**config.mk**
```make
export PLATFORM = sky130hd
export DESIGN_NAME = swap_monitor_flat
export DESIGN_NICKNAME = d
export VERILOG_FILES = /design/src/rtl/swap_monitor_if.sv /design/src/rtl/swap_monitor.sv /design/src/flat_wrapper.sv
export SDC_FILE = /design/constraint.sdc
export NUM_CORES = 1
export LEC_CHECK = 0
export ABC_AREA = 1
export CAP_MARGIN = 30
export CORE_UTILIZATION = 55
export CTS_BUF_LIST = sky130_fd_sc_hd__clkbuf_8
export DETAILED_ROUTE_END_ITERATION = 16
export PLACE_DENSITY = 0.83
export SYNTH_ARGS = -nofsm -noshare
export SYNTH_HDL_FRONTEND = slang
export SYNTH_SLANG_ARGS = --single-unit
```
**constraint.sdc**
```tcl
create_clock -name clk -period 4.4 [get_ports clk]
set_input_delay 1.1 -clock clk [delete_from_list [all_inputs] [get_ports clk]]
set_output_delay 1.1 -clock clk [all_outputs]
set_load 0.005 [all_outputs]
```
**src/rtl/swap_monitor_if.sv**
```systemverilog
// Sample bus from the swap-register stage into swap_monitor.
interface swap_monitor_if #(
    parameter int WIDTH = 8
);
    logic             in_valid;
    logic [WIDTH-1:0] a;
    logic [WIDTH-1:0] b;
    logic [WIDTH-1:0] sum_in;

    modport master (output in_valid, a, b, sum_in);
    modport slave  (input  in_valid, a, b, sum_in);
endinterface

```
**src/rtl/swap_monitor.sv**
```systemverilog
// swap_monitor: checks that each valid sample is the swap of the previous one
// and that sum_in == b+1; counts good swaps, accumulates sum_in, and latches
// the first violation until reset/clear. All outputs come straight from flops.
module swap_monitor #(
    parameter int WIDTH = 8,
    parameter int CNT_W = 16,
    parameter int ACC_W = 16
) (
    input  logic             clk,
    input  logic             reset,
    input  logic             clear,
    swap_monitor_if.slave    bus,
    output logic [1:0]       state,
    output logic [CNT_W-1:0] swap_count,
    output logic [ACC_W-1:0] sum_acc,
    output logic             pass,
    output logic             err,
    output logic [1:0]       err_kind
);
    typedef enum logic [1:0] {
        IDLE  = 2'd0,
        CHECK = 2'd1,
        FAULT = 2'd2
    } state_t;

    state_t             state_q, state_d;
    logic [CNT_W-1:0]   cnt_q, cnt_d;
    logic [ACC_W-1:0]   acc_q, acc_d;
    logic               pass_q, pass_d;
    logic               err_q, err_d;
    logic [1:0]         kind_q, kind_d;
    logic [WIDTH-1:0]   prev_a_q, prev_a_d;
    logic [WIDTH-1:0]   prev_b_q, prev_b_d;

    logic sum_ok;
    logic swap_ok;

    // Rule checks on the current sample; swap_ok only matters in CHECK.
    always_comb begin
        sum_ok  = (bus.sum_in == WIDTH'(bus.b + WIDTH'(1)));
        swap_ok = (bus.a == prev_b_q) && (bus.b == prev_a_q);
    end

    // Next-state and output logic; clear beats any sample in the same cycle.
    always_comb begin
        state_d  = state_q;
        cnt_d    = cnt_q;
        acc_d    = acc_q;
        pass_d   = 1'b0;
        err_d    = err_q;
        kind_d   = kind_q;
        prev_a_d = prev_a_q;
        prev_b_d = prev_b_q;

        if (clear) begin
            state_d  = IDLE;
            cnt_d    = '0;
            acc_d    = '0;
            err_d    = 1'b0;
            kind_d   = 2'b00;
            prev_a_d = '0;
            prev_b_d = '0;
        end else begin
            case (state_q)
                IDLE: begin
                    if (bus.in_valid) begin
                        if (sum_ok) begin
                            prev_a_d = bus.a;
                            prev_b_d = bus.b;
                            acc_d    = acc_q + ACC_W'(bus.sum_in);
                            pass_d   = 1'b1;
                            state_d  = CHECK;
                        end else begin
                            err_d   = 1'b1;
                            kind_d  = 2'b10;
                            state_d = FAULT;
                        end
                    end
                end
                CHECK: begin
                    if (bus.in_valid) begin
                        if (swap_ok && sum_ok) begin
                            if (cnt_q != {CNT_W{1'b1}})
                                cnt_d = cnt_q + CNT_W'(1);
                            acc_d    = acc_q + ACC_W'(bus.sum_in);
                            prev_a_d = bus.a;
                            prev_b_d = bus.b;
                            pass_d   = 1'b1;
                        end else begin
                            err_d   = 1'b1;
                            kind_d  = {~sum_ok, ~swap_ok};
                            state_d = FAULT;
                        end
                    end
                end
                FAULT: begin
                    // Sticky: pass entered FAULT low, so holding it means 0.
                    pass_d = pass_q;
                end
                default: begin
                    state_d = IDLE;
                end
            endcase
        end
    end

    // State registers with synchronous reset.
    always_ff @(posedge clk) begin
        if (reset) begin
            state_q  <= IDLE;
            cnt_q    <= '0;
            acc_q    <= '0;
            pass_q   <= 1'b0;
            err_q    <= 1'b0;
            kind_q   <= 2'b00;
            prev_a_q <= '0;
            prev_b_q <= '0;
        end else begin
            state_q  <= state_d;
            cnt_q    <= cnt_d;
            acc_q    <= acc_d;
            pass_q   <= pass_d;
            err_q    <= err_d;
            kind_q   <= kind_d;
            prev_a_q <= prev_a_d;
            prev_b_q <= prev_b_d;
        end
    end

    // Outputs driven directly from flops.
    always_comb begin
        state      = state_q;
        swap_count = cnt_q;
        sum_acc    = acc_q;
        pass       = pass_q;
        err        = err_q;
        err_kind   = kind_q;
    end
endmodule

```
**src/flat_wrapper.sv**
```systemverilog
// flat-port wrapper written by rule: the top's interface ports become plain ports
module swap_monitor_flat 
#(
    parameter int WIDTH = 8,
    parameter int CNT_W = 16,
    parameter int ACC_W = 16
)
  (clk, reset, clear, state, swap_count, sum_acc, pass, err, err_kind, bus_in_valid, bus_a, bus_b, bus_sum_in);
  swap_monitor_if #(.WIDTH(WIDTH)) bus_i ();
  input  logic clk;
  input  logic reset;
  input  logic clear;
  output logic [1:0] state;
  output logic [CNT_W-1:0] swap_count;
  output logic [ACC_W-1:0] sum_acc;
  output logic pass;
  output logic err;
  output logic [1:0] err_kind;
  input wire logic [$bits(bus_i.in_valid)-1:0] bus_in_valid;
  input wire logic [$bits(bus_i.a)-1:0] bus_a;
  input wire logic [$bits(bus_i.b)-1:0] bus_b;
  input wire logic [$bits(bus_i.sum_in)-1:0] bus_sum_in;
  assign bus_i.in_valid = bus_in_valid;
  assign bus_i.a = bus_a;
  assign bus_i.b = bus_b;
  assign bus_i.sum_in = bus_sum_in;
  swap_monitor #(.WIDTH(WIDTH), .CNT_W(CNT_W), .ACC_W(ACC_W)) u_core (.clk(clk), .reset(reset), .clear(clear), .bus(bus_i), .state(state), .swap_count(swap_count), .sum_acc(sum_acc), .pass(pass), .err(err), .err_kind(err_kind));
endmodule
```
* Word level (Yosys, flattened, before mapping)
Cells that the tools add are included.
** Cells by class
- Reductions and logical operators :: 9
- Eq/ne operators :: 12
- Add/subtract/negate cells :: 3
- Muxes and demuxes :: 35
- Bitwise operators :: 3
** Operator list (number)
- two-way mux 16 bit :: 4
- two-way mux 8 bit :: 8
- one-hot mux 16 bit (2 select lines) :: 1
- one-hot mux 8 bit (2 select lines) :: 2
- == test 8 bit :: 3
- adder 16 x 1 -> 16 bit (second input constant) :: 1
- adder 16 x 8 -> 16 bit :: 1
- two-way mux 2 bit :: 8
- inequality test 16 bit (second input constant) :: 1
- AND reduction 5 bit :: 2
- adder 8 x 1 -> 8 bit (second input constant) :: 1
- two-way mux 1 bit :: 8
- inequality test 2 bit (second input constant) :: 4
- AND reduction 4 bit :: 2
- one-hot mux 2 bit (3 select lines) :: 1
- inequality test 2 x 1 -> 1 bit (second input constant) :: 2
- one-hot mux 2 bit (2 select lines) :: 1
- inverter 1 bit :: 3
- one-hot mux 1 bit (3 select lines) :: 1
- == test 2 x 1 -> 1 bit (second input constant) :: 1
- == test 2 bit (second input constant) :: 1
- logical AND 1 bit :: 2
- zero test 2 bit :: 1
- one-hot mux 1 bit (2 select lines) :: 1
- other kinds (2) :: 2
** Word-level totals
- Flip-flop bits (word level) :: 54
- Output and inout bits :: 38
- Input port bits :: 28
- Logic and storage cells :: 70

* Logic depth before layout (Yosys ltp)
Gate-level depths: netlist (run 1).
- Word-level depth :: 6
- Gate-level depth with buffers :: 16
- Mapped depth without buffers :: 16

* Worst setup path after synthesis (run 1)
No wires, ideal clock.
- Kind :: input to register
- From :: input bus_b[0]
- To :: register u_core.cnt_q[12] (netlist: u_core.swap_count[12])
- Setup time :: 115 ps
- Data required time :: 4285 ps
- Buffers on the path :: 1
- Stages on the path :: 11
- Data arrival time :: 2629 ps
- Slack :: 1656 ps
- Cells stage by stage :: ha_1 -> or2_2 -> a21oi_1 -> nand2_1 -> nor2_1 -> nand2_4 -> nor3_4 -> buf_6 -> nand4_1 -> nand2_1 -> nor2_1
** Between the ends
- Word-level cells in the longest chain between the ends :: 4
- Elaborated cells on any way between the ends :: 6
- Those cells by class :: add/sub (1); eq/ne (2); reduce/logical (3)
** Ends and longest elaborated chain
- start: declaration :: RTL line flat_wrapper.sv:21 : input wire logic [$bits(bus_i.b)-1:0] bus_b;
- adder 8 x 1 -> 8 bit / == test 8 bit (equally long branches) :: RTL line swap_monitor.sv:40, swap_monitor.sv:41
- == test 8 bit / logical AND 1 bit (equally long branches) :: RTL line swap_monitor.sv:40, swap_monitor.sv:41
- logical AND 1 bit * :: RTL line swap_monitor.sv:82 : if (swap_ok && sum_ok) begin
- AND reduction 4 bit (no source line) *
- end signal: assignment :: RTL line swap_monitor.sv:120 : cnt_q <= cnt_d;
- end: declaration :: RTL line swap_monitor.sv:27 : logic [CNT_W-1:0] cnt_q, cnt_d;
Every way passes the cells marked *; elsewhere a longest branch is shown, timed or not.
A chain may end at the register's enable or synchronous reset.

* Worst setup path after layout (run 1)
- From :: input bus_b[0]
- To :: register u_core.acc_q[2] (netlist: u_core.sum_acc[2])
** Between the ends
- Word-level cells in the longest chain between the ends :: 5
- Elaborated cells on any way between the ends :: 8
- Those cells by class :: add/sub (1); eq/ne (4); reduce/logical (3)
** Ends and longest elaborated chain
- adder 8 x 1 -> 8 bit / == test 8 bit (equally long branches) :: RTL line swap_monitor.sv:40, swap_monitor.sv:41
- == test 8 bit / logical AND 1 bit (equally long branches) :: RTL line swap_monitor.sv:40, swap_monitor.sv:41
- logical AND 1 bit :: RTL line swap_monitor.sv:82
- inequality test 2 x 1 -> 1 bit (no source line)
- AND reduction 5 bit (no source line) *
- end signal: assignment :: RTL line swap_monitor.sv:112 : acc_q <= '0;
- end signal: assignment :: RTL line swap_monitor.sv:121 : acc_q <= acc_d;
- end: declaration :: RTL line swap_monitor.sv:28 : logic [ACC_W-1:0] acc_q, acc_d;
Marked as above.

==> reports/qor.txt, run 1 <==
status: complete, no violations
Num CTS Buffers: 5
die area: 6726 um2
crit path DAT: 3.71 ns
Max IR drop VDD: 0.1713 mV
hpwl dp: 6377 um
Via density: 5.397
post-synthesis sequential area ratio: 30.70%
Finished Core Util: 70.85%
Critical Path Slowest Stage Cell: clkdlybuf4s50_1
Synth Register Bits: 54
fin crit period: 3.478 ns
async set-reset flop share out of synthesis: 0%
Non-Filler Instances: 678
crit end category: flip-flop
DR vias: 3659
multi-input logic area: 2031 um2
Hold Path Class: reg2reg
vias in the first global route: 3160
# IOs: 66
Post-Syn Area: 3521 um2
Clock Sink Count: 54
DR iter-0 viols: 171
PD cells: 222.2 nW/um2
leakage power: 1.831 nW
Antenna Nets Post-Route: 0
startpoint types: input pin
setup bufs post-CTS: 0
Worst-path clk slew: 0.10 ns
CTS tree: done
setup violators final: 0
max_cap viols: 0
Antenna diodes: 0
critical path's top delay family: buffers and inverters
Avg WL per Cell: 12.43 um
yosys warns: 0
Std-Cell Rows: 28
Critical Path Most Common Cell: nor2_1
commonest non-fill, non-tap cell in the layout: nand2_1
Die Y: 82.01 um
post-synthesis area per instance: 6.484 um2
CP Buf/Inv Count: 2
pin slew with the least headroom to its limit: 0.7225 ns
top post-synthesis cells by area: dfxtp_1, nand2_1, inv_1
clock buffer depth: 2
DRC viols: 0
first-pass GRT wire length: 13980 um
# hold bufs at CTS: 0
fraction of layout cells with a size suffix above 1: 4.643%
post-CTS resize count: 0
initial antenna violation count: 0
# placed instances: 671
post-synth top area share: 30.70%
Fin Clk Skew: 0.01253 ns
1st-pass router iterations: 5
die width: 82.01 um
setup TNS: 0 ns
input/output buffers: 65
core area: 6061 um2
RSZ-0062 raised after global routing: no
Final Hold Fails: 0
Critical Path Fanout Max: 37
worst skew pair latency: 0.32 ns
global-route usage over all layers: 26.83%
max incr delay on CP: 0.60 ns
Setup CP Type: in2reg
dominant synthesized flop cell: dfxtp_1
Layout fillers: 532
gpl congestion: 0.9354
syn nets: 582
Starting Density: 58.09%
number of distinct library cells after synthesis: 36
pin count of the biggest net entering global routing: 40
worst-path cell chain: clkdlybuf4s50_1 > ha_1 > or2_2 > a21oi_1 > nand2_1 > nor2_1 > nand2_4 > nor2_8 > buf_4 > nor2_1 > a211oi_1
Layout area overhead: 21.96%
cell taking the most area after synthesis: dfxtp_1
fin crit share: 79.05%
Final Slew Violations: 0
register area: 1081 um2
Achievable Freq: 287.5 MHz
R2R setup slack: 2.17 ns
gr ovfl total: 0
number of synthesized flops with an enable pin: 0
Gate Count Post-Synth: 543
CTS root buf: clkbuf_8
WP data required: 4.63 ns
relative slew slack: 51.66%
nets: 642
most frequent cells in the layout: nand2_1, inv_1, clkdlybuf4s50_1, dfxtp_1, a21oi_1
H-tree levels: 2
WL final: 8429 um
## final timing paths
path	startpoint	endpoint	cells after the start
max	bus_b[0]	u_core.sum_acc[2]$_SDFFE_PP0P_	11
min	u_core.err$_SDFFE_PP0P_	u_core.err$_SDFFE_PP0P_	2
max reg2reg	u_core.prev_a_q[0]$_SDFFE_PP0P_	u_core.sum_acc[2]$_SDFFE_PP0P_	13
min reg2reg	u_core.err$_SDFFE_PP0P_	u_core.err$_SDFFE_PP0P_	2
## cell type report
type                    count  area share, %
multi-input cells         391          47.29
inverters                  84          7.343
well taps                  75          2.185
clock buffers               5          1.603
flip-flops and latches     54          25.17
clock inverters             2         0.9033
repair buffers             67          15.50
## stage by stage
step | hold slack [ns] | total power [mW] | area (um2) | setup slack, ns
6_report | 0.4562 | 0.9541 | 4294 | 0.9219
2_1_floorplan | 0.4420 | 0.5778 | 3521 | 1.656
4_1_cts | 0.4580 | 0.9577 | 4294 | 0.9082
3_3_place_gp | 0.4427 | 0.6232 | 4187 | 0.7405
5_1_grt | 0.4831 | 0.9861 | 4294 | 0.6905
3_5_place_dp | 0.4440 | 0.6266 | 4187 | 0.6051
## synthesized netlist by cell type (2+ instances only)
library cell,n
inv_2,4
xnor2_1,10
nand2_1,141
nor3_1,10
nand4_1,19
nand3_1,22
ha_1,10
buf_6,3
inv_1,80
nor2_1,50
a211oi_1,2
nor4_1,2
a21oi_1,53
xor2_1,15
o21ai_0,23
o21ai_1,12
nor2_2,2
buf_2,2
nand3_2,2
dfxtp_1,54
nand3b_1,2
nand2_4,2
buf_4,5
o21bai_1,2
clkbuf_1,4
nand2_2,2
## kinds of logic after synthesis
family / share of synthesized area (%)
AOI/OAI and AO/OA: 14.46
xor gates and xnor gates: 6.219
adders and majority gates: 4.122
buffers and inverters: 11.69
DFF: 30.70
and+or+nand+nor: 32.80
## power by group
group / total [mW] / switching [mW] / internal (mW)
sequential: 0.492 / 0.00164 / 0.491
combinational: 0.125 / 0.0708 / 0.0538
clock: 0.337 / 0.169 / 0.168
## per-layer routing
layer / vias to the layer above / routed length, um / track usage (%)
met2: 113 / 4064 / 46.94
met1: 1670 / 3721 / 33.08
met3: 14 / 520 / 5.000
met4: 0 / 122 / 8.070
li1: 1862 / - / -
met5: - / 0 / 0
## tightest hold or removal path, stage by stage, from the launching register on
cell and delay, ns:
dfxtp_1 0.32, inv_1 0.04, a21oi_1 0.05
## registers in the layout (all words and copies together) (netlist names)
name / cells
u_core.err: 1
u_core.prev_b_q: 8
u_core.err_kind: 2
u_core.swap_count: 16
u_core.sum_acc: 16
u_core.state: 2
u_core.pass: 1
u_core.prev_a_q: 8
Power figures use the tool's default switching activity.
==> run 2: changes to the inputs <==
- CORE_UTILIZATION: 55 -> 49
- PLACE_DENSITY: 0.83 -> 0.78
- clock period: 4.4 -> 2.9 ns (I/O delays scaled with it)
==> reports/qor.txt, run 2 (synthesis results as in run 1) <==
status: complete, no violations
Final Slew Violations: 0 (unchanged)
Achievable Freq: 366.0 MHz
commonest non-fill, non-tap cell in the layout: nand2_1
Starting Density: 51.26% (-6.8 points)
Power Total: 1.456 mW (+53%)
gpl congestion: 0.9291 (-0.67%)
RSZ-0062 raised after global routing: yes
H-tree levels: 2 (unchanged)
crit end category: flip-flop
Antenna diodes: 0 (unchanged)
Clock Sink Count: 54 (unchanged)
Critical Path Fanout Max: 7 (-81%)
Max IR drop VDD: 0.1950 mV (+14%)
DR vias: 3633 (-0.71%)
# hold bufs at CTS: 0 (unchanged)
PD cells: 324.4 nW/um2 (+46%)
setup violators final: 0 (unchanged)
Placement Setup Slack: -0.1670 ns (-0.7721 ns)
Final Hold Fails: 0 (unchanged)
WP data required: 3.12 ns (-1.51 ns)
Worst-path clk slew: 0.11 ns (about the same)
Std-Cell Rows: 30 (+7.1%)
CTS root buf: clkbuf_8
max_cap viols: 0 (unchanged)
nets: 663 (+3.3%)
startpoint types: input pin
Setup CP Type: in2reg
relative slew slack: 62.68% (+11 points)
Fin Clk Skew: 0.01440 ns (+0.001871 ns)
fin crit period: 2.733 ns
register area: 1081 um2 (unchanged)
crit path DAT: 2.95 ns (-0.76 ns)
fin crit share: 94.23%
pin count of the biggest net entering global routing: 39 (-2.5%)
pin slew with the least headroom to its limit: 0.5592 ns (-0.1633 ns)
Avg WL per Cell: 11.86 um (-4.6%)
DRC viols: 0 (unchanged)
fraction of layout cells with a size suffix above 1: 8.333% (+3.7 points)
Hold Path Class: reg2reg
WL final: 8538 um (+1.3%)
Layout fillers: 613 (+15%)
most frequent cells in the layout: nand2_1, inv_1, clkdlybuf4s50_1, dfxtp_1, a21oi_1
first-pass GRT wire length: 14830 um (+6.1%)
CTS tree: done
# IOs: 66 (unchanged)
Antenna Nets Post-Route: 0 (unchanged)
die width: 86.77 um (+5.8%)
Num CTS Buffers: 5 (unchanged)
leakage power: 1.935 nW (+5.7%)
post-route setup slack: 0.1674 ns (-0.7546 ns)
clock buffer depth: 2 (unchanged)
Die Y: 86.77 um (+5.8%)
gr ovfl total: 0 (unchanged)
worst skew pair latency: 0.31 ns (about the same)
multi-input logic area: 2039 um2 (+0.43%)
vias in the first global route: 3421 (+8.3%)
1st-pass router iterations: 5 (unchanged)
die area: 7528 um2 (+12%)
input/output buffers: 65 (unchanged)
global-route usage over all layers: 24.38% (-2.4 points)
DR iter-0 viols: 207 (+21%)
Layout area overhead: 27.43%
core area: 6869 um2 (+13%)
Placed Area: 4370 um2 (+4.4%)
hpwl dp: 6533 um (+2.5%)
Via density: 5.046 (-6.5%)
initial antenna violation count: 0 (unchanged)
final instance area: 4487 um2 (+4.5%)
-- run 2: changes by cell type in the layout (fill, tap and decap cells not counted), sizes merged --
cell and delta:
buf +21
-- run 2: routing by layer --
layer | up-vias | GRT usage, % | wire length [um]
li1 | 1903 | - | -
met2 | 96 | 43.36 | 4050
met3 | 6 | 3.810 | 379
met5 | - | 0 | 0
met4 | 0 | 5.000 | 67
met1 | 1628 | 31.19 | 4040
-- run 2: report_power, final --
part,internal (mW),switching (mW)
Combinational,0.0913,0.110
Clock,0.255,0.252
Sequential,0.744,0.00243
-- run 2: critical path: stages --
cell and delay, ns:
clkdlybuf4s50_1 0.49, ha_2 0.29, or2_2 0.28, a21oi_2 0.15, nand2_1 0.07, nor2_1 0.16, nand2_4 0.12, nor3_4 0.27
buf_4 0.20, nand4_1 0.08, nand2_1 0.08, nor2_1 0.04
-- run 2: repair_timing --
| item | 4_1_cts | 5_1_grt |
|---|---|---|
| resized for setup | 0 | 3 |
| buffers inserted | 0 | 0 |
| setup endpoints to repair | 0 | 6 |
-- run 2: layout make-up --
type | count | area share (%)
well taps | 96 | 2.677
clock buffers | 5 | 1.534
flip-flops and latches | 54 | 24.09
multi-input cells | 391 | 45.45
inverters | 84 | 7.027
clock inverters | 2 | 0.8645
repair buffers | 88 | 18.35
-- run 2: path summary, 6_finish.rpt --
| path | start | to | slack (ns) | cells after the start |
|---|---|---|---|---|
| worst max register to register | u_core.swap_count[0]$_SDFFE_PP0P_ | u_core.swap_count[1]$_SDFFE_PP0P_ | 0.77 | 7 |
| worst min-delay path | u_core.err_kind[1]$_SDFFE_PP0P_ | u_core.err_kind[1]$_SDFFE_PP0P_ | 0.45 | 2 |
| worst min register to register | u_core.err_kind[1]$_SDFFE_PP0P_ | u_core.err_kind[1]$_SDFFE_PP0P_ | 0.45 | 2 |
| worst max-delay path | bus_b[1] | u_core.swap_count[12]$_SDFFE_PP0P_ | 0.17 | 12 |
-- run 2: metrics by stage --
stage                     setup TNS (ns)  hold WS (ns)  std cells  utilization, %
final                                  0        0.4510        720           65.32
after global routing           -0.004155        0.4778        720           65.32
after CTS                              0        0.4574        720           65.19
after detailed placement          -4.417        0.4425        713           63.62
after global placement            -2.004        0.4390        713           63.62
after floorplan                        0        0.4420        543               -
